### config.mk
export PLATFORM = sky130hd
export DESIGN_NAME = pipe_pc_link_chain
export DESIGN_NICKNAME = d
export VERILOG_FILES = /design/src/rtl/pipe_pc_link_chain.sv
export SDC_FILE = /design/constraint.sdc
export NUM_CORES = 1
export LEC_CHECK = 0
export ABC_AREA = 1
export BUFFER_PORTS_ARGS = -buffer_cell sky130_fd_sc_hd__buf_4
export CAP_MARGIN = 20
export CORE_MARGIN = 4
export CORE_UTILIZATION = 35
export CTS_BUF_LIST = sky130_fd_sc_hd__clkbuf_8
export DETAILED_ROUTE_END_ITERATION = 7
export HOLD_SLACK_MARGIN = 0.03
export SLEW_MARGIN = 25
export SYNTH_ARGS = -nofsm -noshare
export SYNTH_HDL_FRONTEND = slang
export SYNTH_SLANG_ARGS = --single-unit
### constraint.sdc
create_clock -name clk -period 5.76 [get_ports clk]
set_clock_uncertainty 0.2 [all_clocks]
set_input_delay 0.288 -clock clk [delete_from_list [all_inputs] [get_ports clk]]
set_output_delay 0.288 -clock clk [all_outputs]
set_load 0.02 [all_outputs]
### src/rtl/pipe_pc_link_chain.sv
// pipe_pc_link_chain
//   Carries each fetched PC through STAGES registered pipeline stages. Every
//   stage has a valid bit, a per-stage stall and a per-stage flush. The oldest
//   stage drives out_pc/out_valid and the JAL/JALR link address
//   (out_pc + LINK_OFFSET, or 0 when the stage is empty) to writeback.
//
// Parameters
//   WIDTH        PC / link-address width
//   STAGES       number of pipeline registers (>=1); stage 0 youngest
//   LINK_OFFSET  constant added to the oldest PC to form link_addr
//
// Ports
//   clk          rising-edge clock
//   reset        asynchronous, active-high reset (clears PCs and valids)
//   in_pc        PC presented by fetch
//   in_valid     in_pc is a real instruction
//   stall        bit i holds stage i (and every younger stage)
//   flush        bit i invalidates stage i at the next edge
//   stage_pc     flattened per-stage PCs, stage i at [i*WIDTH +: WIDTH]
//   stage_valid  per-stage valid bits
//   out_pc       PC of the oldest stage
//   out_valid    valid of the oldest stage
//   link_addr    out_valid ? out_pc + LINK_OFFSET : 0 (combinational)
//
// Optional feature (macro PIPE_PC_LINK_EPC_EN)
//   epc          PC of the oldest valid instruction killed by a flush
//   epc_valid    sticky flag: at least one capture since reset
module pipe_pc_link_chain #(
    parameter int          WIDTH       = 32,
    parameter int          STAGES      = 3,
    parameter int unsigned LINK_OFFSET = 8
) (
    input  logic                      clk,
    input  logic                      reset,
    input  logic [WIDTH-1:0]          in_pc,
    input  logic                      in_valid,
    input  logic [STAGES-1:0]         stall,
    input  logic [STAGES-1:0]         flush,
    output logic [WIDTH*STAGES-1:0]   stage_pc,
    output logic [STAGES-1:0]         stage_valid,
    output logic [WIDTH-1:0]          out_pc,
    output logic                      out_valid,
    output logic [WIDTH-1:0]          link_addr
`ifdef PIPE_PC_LINK_EPC_EN
    ,
    output logic [WIDTH-1:0]          epc,
    output logic                      epc_valid
`endif
);

    // Link address wraps modulo 2^WIDTH; an empty stage yields zero.
    function automatic logic [WIDTH-1:0] link_calc(input logic [WIDTH-1:0] pc,
                                                   input logic             vld);
        if (vld)
            return pc + WIDTH'(LINK_OFFSET);
        else
            return '0;
    endfunction

    // A stall at any stage freezes every younger stage: hold[i] is the OR of
    // stall[i] and all older stall bits. Written without self-reference so the
    // vector has no combinational feedback on itself.
    logic [STAGES-1:0] hold;

    always_comb begin
        hold = '0;
        for (int i = 0; i < STAGES; i++)
            hold[i] = |(stall >> i);
    end

    genvar g;
    generate
        for (g = 0; g < STAGES; g++) begin : g_stage
            logic [WIDTH-1:0] pc_p;
            logic             vld_p;
            logic [WIDTH-1:0] pc_src;
            logic             vld_src;

            if (g == 0) begin : g_head
                assign pc_src  = in_pc;
                assign vld_src = in_valid;
            end else begin : g_body
                // Below a held stage the PC field is still copied, but the
                // valid bit drops so the stage receives a bubble.
                assign pc_src  = stage_pc[(g-1)*WIDTH +: WIDTH];
                assign vld_src = stage_valid[g-1] & ~hold[g-1];
            end

            // ---- stage g register boundary ----
            always_ff @(posedge clk or posedge reset) begin
                if (reset) begin
                    pc_p  <= '0;
                    vld_p <= 1'b0;
                end else begin
                    if (!hold[g])
                        pc_p <= pc_src;
                    // Flush wins over both hold and advance.
                    if (flush[g])
                        vld_p <= 1'b0;
                    else if (!hold[g])
                        vld_p <= vld_src;
                end
            end

            assign stage_pc[g*WIDTH +: WIDTH] = pc_p;
            assign stage_valid[g]             = vld_p;
        end
    endgenerate

    assign out_pc    = stage_pc[(STAGES-1)*WIDTH +: WIDTH];
    assign out_valid = stage_valid[STAGES-1];
    assign link_addr = link_calc(out_pc, out_valid);

`ifdef PIPE_PC_LINK_EPC_EN
    // Pick the oldest stage that is both valid and being flushed; the
    // ascending scan lets the highest index win.
    logic             cap_hit;
    logic [WIDTH-1:0] cap_pc;

    always_comb begin
        cap_hit = 1'b0;
        cap_pc  = '0;
        for (int i = 0; i < STAGES; i++) begin
            if (flush[i] && stage_valid[i]) begin
                cap_hit = 1'b1;
                cap_pc  = stage_pc[i*WIDTH +: WIDTH];
            end
        end
    end

    // ---- exception PC capture boundary ----
    always_ff @(posedge clk or posedge reset) begin
        if (reset) begin
            epc       <= '0;
            epc_valid <= 1'b0;
        end else if (cap_hit) begin
            epc       <= cap_pc;
            epc_valid <= 1'b1;
        end
    end
`endif

endmodule

==> impl_results.md <==
- Count of routing violations after the opening detailed-route iteration: 281
- Share of post-route cells with drive strength above 1: 30.17%
- I/O pin count: 205
- Placement Setup Slack: 3.240 ns
- Clock root buffer: sky130_fd_sc_hd__clkbuf_8
- Dominant cell type by area after synthesis: sky130_fd_sc_hd__dfrtp_1
- Highest clock frequency the design can meet: 371.6 MHz
- Slowest Stage Delay on Critical Path: 0.61 ns
- Starting density of the core: 35.51%
- Tot GR Track Use: 18.48%
- Most numerous cell on the critical path: sky130_fd_sc_hd__nor2_4
- Top area cells in the synthesized netlist: sky130_fd_sc_hd__dfrtp_1 50%, sky130_fd_sc_hd__nand2_1 17%, sky130_fd_sc_hd__o21ai_0 6.8%
- TritonCTS clock tree: done
- Worst path buffer plus inverter count: 4
- Placer congestion estimate: 0.8248
- Count of unique library cells instantiated by Yosys: 26
- Vias per cell: 4.628
- Setup repair after global routing missed its margin: no
- Transition time at the pin with the least slew margin: 0.8198 ns
- Share of power burned in the clock network: 22.8%
- Number of warnings issued by yosys: 0
- Total gr overflow: 0
- Number of hold buffers added after CTS: 37
- Portion of total power attributed to sequential cells: 45.2%
- Width of the die: 126.4 um
- Layout Area Growth over Synthesis: 40.90%
- Level count of the clock H-tree: 3
- Cells along the critical path: buf_4 > nor2_4 > inv_1 > nor2_4 > inv_2 > nor2_1 > nor3_1 > dlygate4sd3_1
- Worst supply voltage drop on vdd: 0.0001761 V
- Synthesized instance count: 630
- DR WL/cell: 14.96 um
- Status: finished, final reports clean
- Aggregate routed wire length: 15140 um
- Register area share after synthesis: 50.46%
- Hold Vio Cnt, Final: 0
- Final HPWL from detailed placement: 11020 um
- Quantity of gates resized following cts: 0
- Final Critical Period: 2.691 ns
- Post-route fraction of the period consumed by the critical path: 46.72%
- Share of Yosys cell area claimed by the top area cell type: 50.46%
- Switching pwr: 793.6 uW
- Worst min-delay path class: input pin to flop
- Worst relative slew slack: 45.35%
- Count of buffers added by post-CTS timing repair for setup: 0
- Slowest cell on the critical path: sky130_fd_sc_hd__nor2_4
- Area enclosed by the die boundary: 15990 sq um
- Floorplan row count: 43
- Worst setup path class: input pin to flop
- IO buf count: 204
- Wire length of the first global-routing pass: 24080 um
- Core outline area: 13830 sq um
- Filler cells: 1335
- Pin count of the biggest net entering global routing: 67
- Synthesized Nets: 672
- Maximum Capacitance Violations: 0
- Number of detailed-routing iterations run before antenna repair: 5
- Count of clock tree sinks: 99
- Cell-internal power: 1.341 mW
- Clock input transition at the sequential cells of the worst setup and hold paths: 0.10 ns
- Overall power of the completed layout: 2.134 mW
- Leakage power: 3.475 nW
- Synthesized flop and latch total: 99
- Routed Antenna Nets: 0
- Netlist area before placement: 4910 sq um
- Switching fraction of total power: 37.18%
- Sum of negative setup slack: 0 ns
- Nets@finish: 869
- Share of total power in combinational logic: 32.0%
- Vertical die dimension: 126.4 um
- Required time of the worst setup path: 5.81 ns
- Mean area per synthesized cell: 7.793 sq um
- Sort of element at the start of the critical path: input pin
- Total CTS buffers: 9
- Worst hold margin: 0.1266 ns
- N_diodes: 0
- Total via count in the routed design: 4684
- CP endpoint kind: flop
- DRC violations left: 0
- Utilization after layout: 50.03%
- Maximum fanout count along the critical path: 66
- Via count of the first global-routing pass: 4603
- Clk_lat worst skew: 0.36 ns
- Number of failing setup endpoints in the final timing report: 0
- Arrival time at the worst endpoint: 2.74 ns
- Power density of the placed cells: 308.5 nW/um^2
- Pins over their slew limit: 0
- Least setup slack across all paths after layout: 3.069 ns
- CTS max path bufs: 2
- Number of antenna violations at the first check in global routing: 0
- Dominant delay contributor by cell family on the critical path: buffers and inverters
==> per-layer routing <==
layer	track usage, %	vias to the layer above	share of wire (%)
li1	-	2299	-
met1	24.29	2182	44
met2	30.70	176	48
met3	3.326	27	5.7
met4	6.562	0	2.4
met5	0	-	0
==> kinds of logic (layout without fill, tap and decap cells) <==
| kind of cell | count (synthesis) | in the layout | share of synthesized area [%] |
|---|---|---|---|
| and+or+nand+nor | 331 | 331 | 28.39 |
| buffers and inverters | 112 | 314 | 11.62 |
| DFF | 99 | 99 | 50.46 |
| AOI/OAI and AO/OA | 86 | 86 | 9.098 |
| adders and majority gates | 1 | 1 | 0.2548 |
| xor gates and xnor gates | 1 | 1 | 0.1784 |
==> final timing paths <==
kind,start,to,cells after the start,slack (ns)
setup / recovery,stall[2],g_stage[0].vld_p,8,3.07
hold / removal,stall[0],g_stage[0].pc_p[8],4,0.13
setup reg to reg,g_stage[0].vld_p,g_stage[0].vld_p,3,4.32
hold reg to reg,g_stage[0].pc_p[2],g_stage[0].pc_p[2],2,0.31
max in group asynchronous,reset,out_pc[27],4,3.90
min in group asynchronous,reset,g_stage[0].pc_p[27],3,0.28
==> per-stage QoR <==
| step | instance area (sq um) | instances |
|---|---|---|
| after global placement | 6331 | 959 |
| after global routing | 6918 | 1012 |
| after CTS | 6918 | 1012 |
| after detailed placement | 6331 | 959 |
| after floorplan | 4910 | 630 |
| final | 6918 | 1012 |
==> layout by cell type, fill, tap and decap left out, types with 2 or more instances in the layout <==
cell type                         n
sky130_fd_sc_hd__nand2_1        228
sky130_fd_sc_hd__buf_4          207
sky130_fd_sc_hd__dfrtp_1         99
sky130_fd_sc_hd__o21ai_0         67
sky130_fd_sc_hd__nor2_1          56
sky130_fd_sc_hd__inv_1           53
sky130_fd_sc_hd__dlygate4sd3_1   37
sky130_fd_sc_hd__a21oi_1         14
sky130_fd_sc_hd__nand3_1         12
sky130_fd_sc_hd__clkbuf_8         9
sky130_fd_sc_hd__nor2_4           8
sky130_fd_sc_hd__nor2_2           7
sky130_fd_sc_hd__nor3_1           7
sky130_fd_sc_hd__nand2_2          6
sky130_fd_sc_hd__a21oi_2          3
sky130_fd_sc_hd__nand2_4          2
sky130_fd_sc_hd__bufinv_16        2
sky130_fd_sc_hd__clkinvlp_4       2
==> power by group through the flow <==
| stage | clock network, mW | logic, mW | registers [mW] |
|---|---|---|---|
| finish | 0.486 | 0.682 | 0.966 |
| CTS | 0.503 | 0.689 | 0.967 |
| global route | 0.524 | 0.735 | 0.985 |
| detailed placement | 0 | 0.668 | 0.980 |
| floorplan | 0 | 0.261 | 1.07 |
| global placement | 0 | 0.661 | 0.976 |
==> final cells by class <==
type                            instances  area, sq um  share of cell area (%)
Clock buffer                            9        123.9                   1.791
Sequential cell                        99         2477                   35.81
Timing Repair Buffer                  244         1924                   27.82
Clock inverter                          7        92.59                   1.338
Multi-Input combinational cell        419         1869                   27.02
Tap cell                              180        225.2                   3.256
Inverter                               54        205.2                   2.966
==> flip-flops by register name (all words and copies together) (netlist names) <==
register       cells
g_stage.pc_p      64
out_pc            32
g_stage.vld_p      2
out_valid          1
==> synth_stat cells (all sizes together) <==
library cell	instances
nor3	7
a21oi	17
inv	54
o21a	1
or2	1
and2	1
nand3b	1
clkbuf	8
nand3	12
and3	1
ha	1
nand2	236
o21ai	67
a22oi	1
nor2	72
buf	50
xor2	1
dfrtp	99
==> worst register-to-register path: cells and delay by family, from the launching register on <==
| family | cells | cell delay, ns |
|---|---|---|
| buffers and inverters | 1 | 0.56 |
| DFF | 1 | 0.39 |
| and+or+nand+nor | 2 | 0.23 |
(Power assumes the default switching activity.)
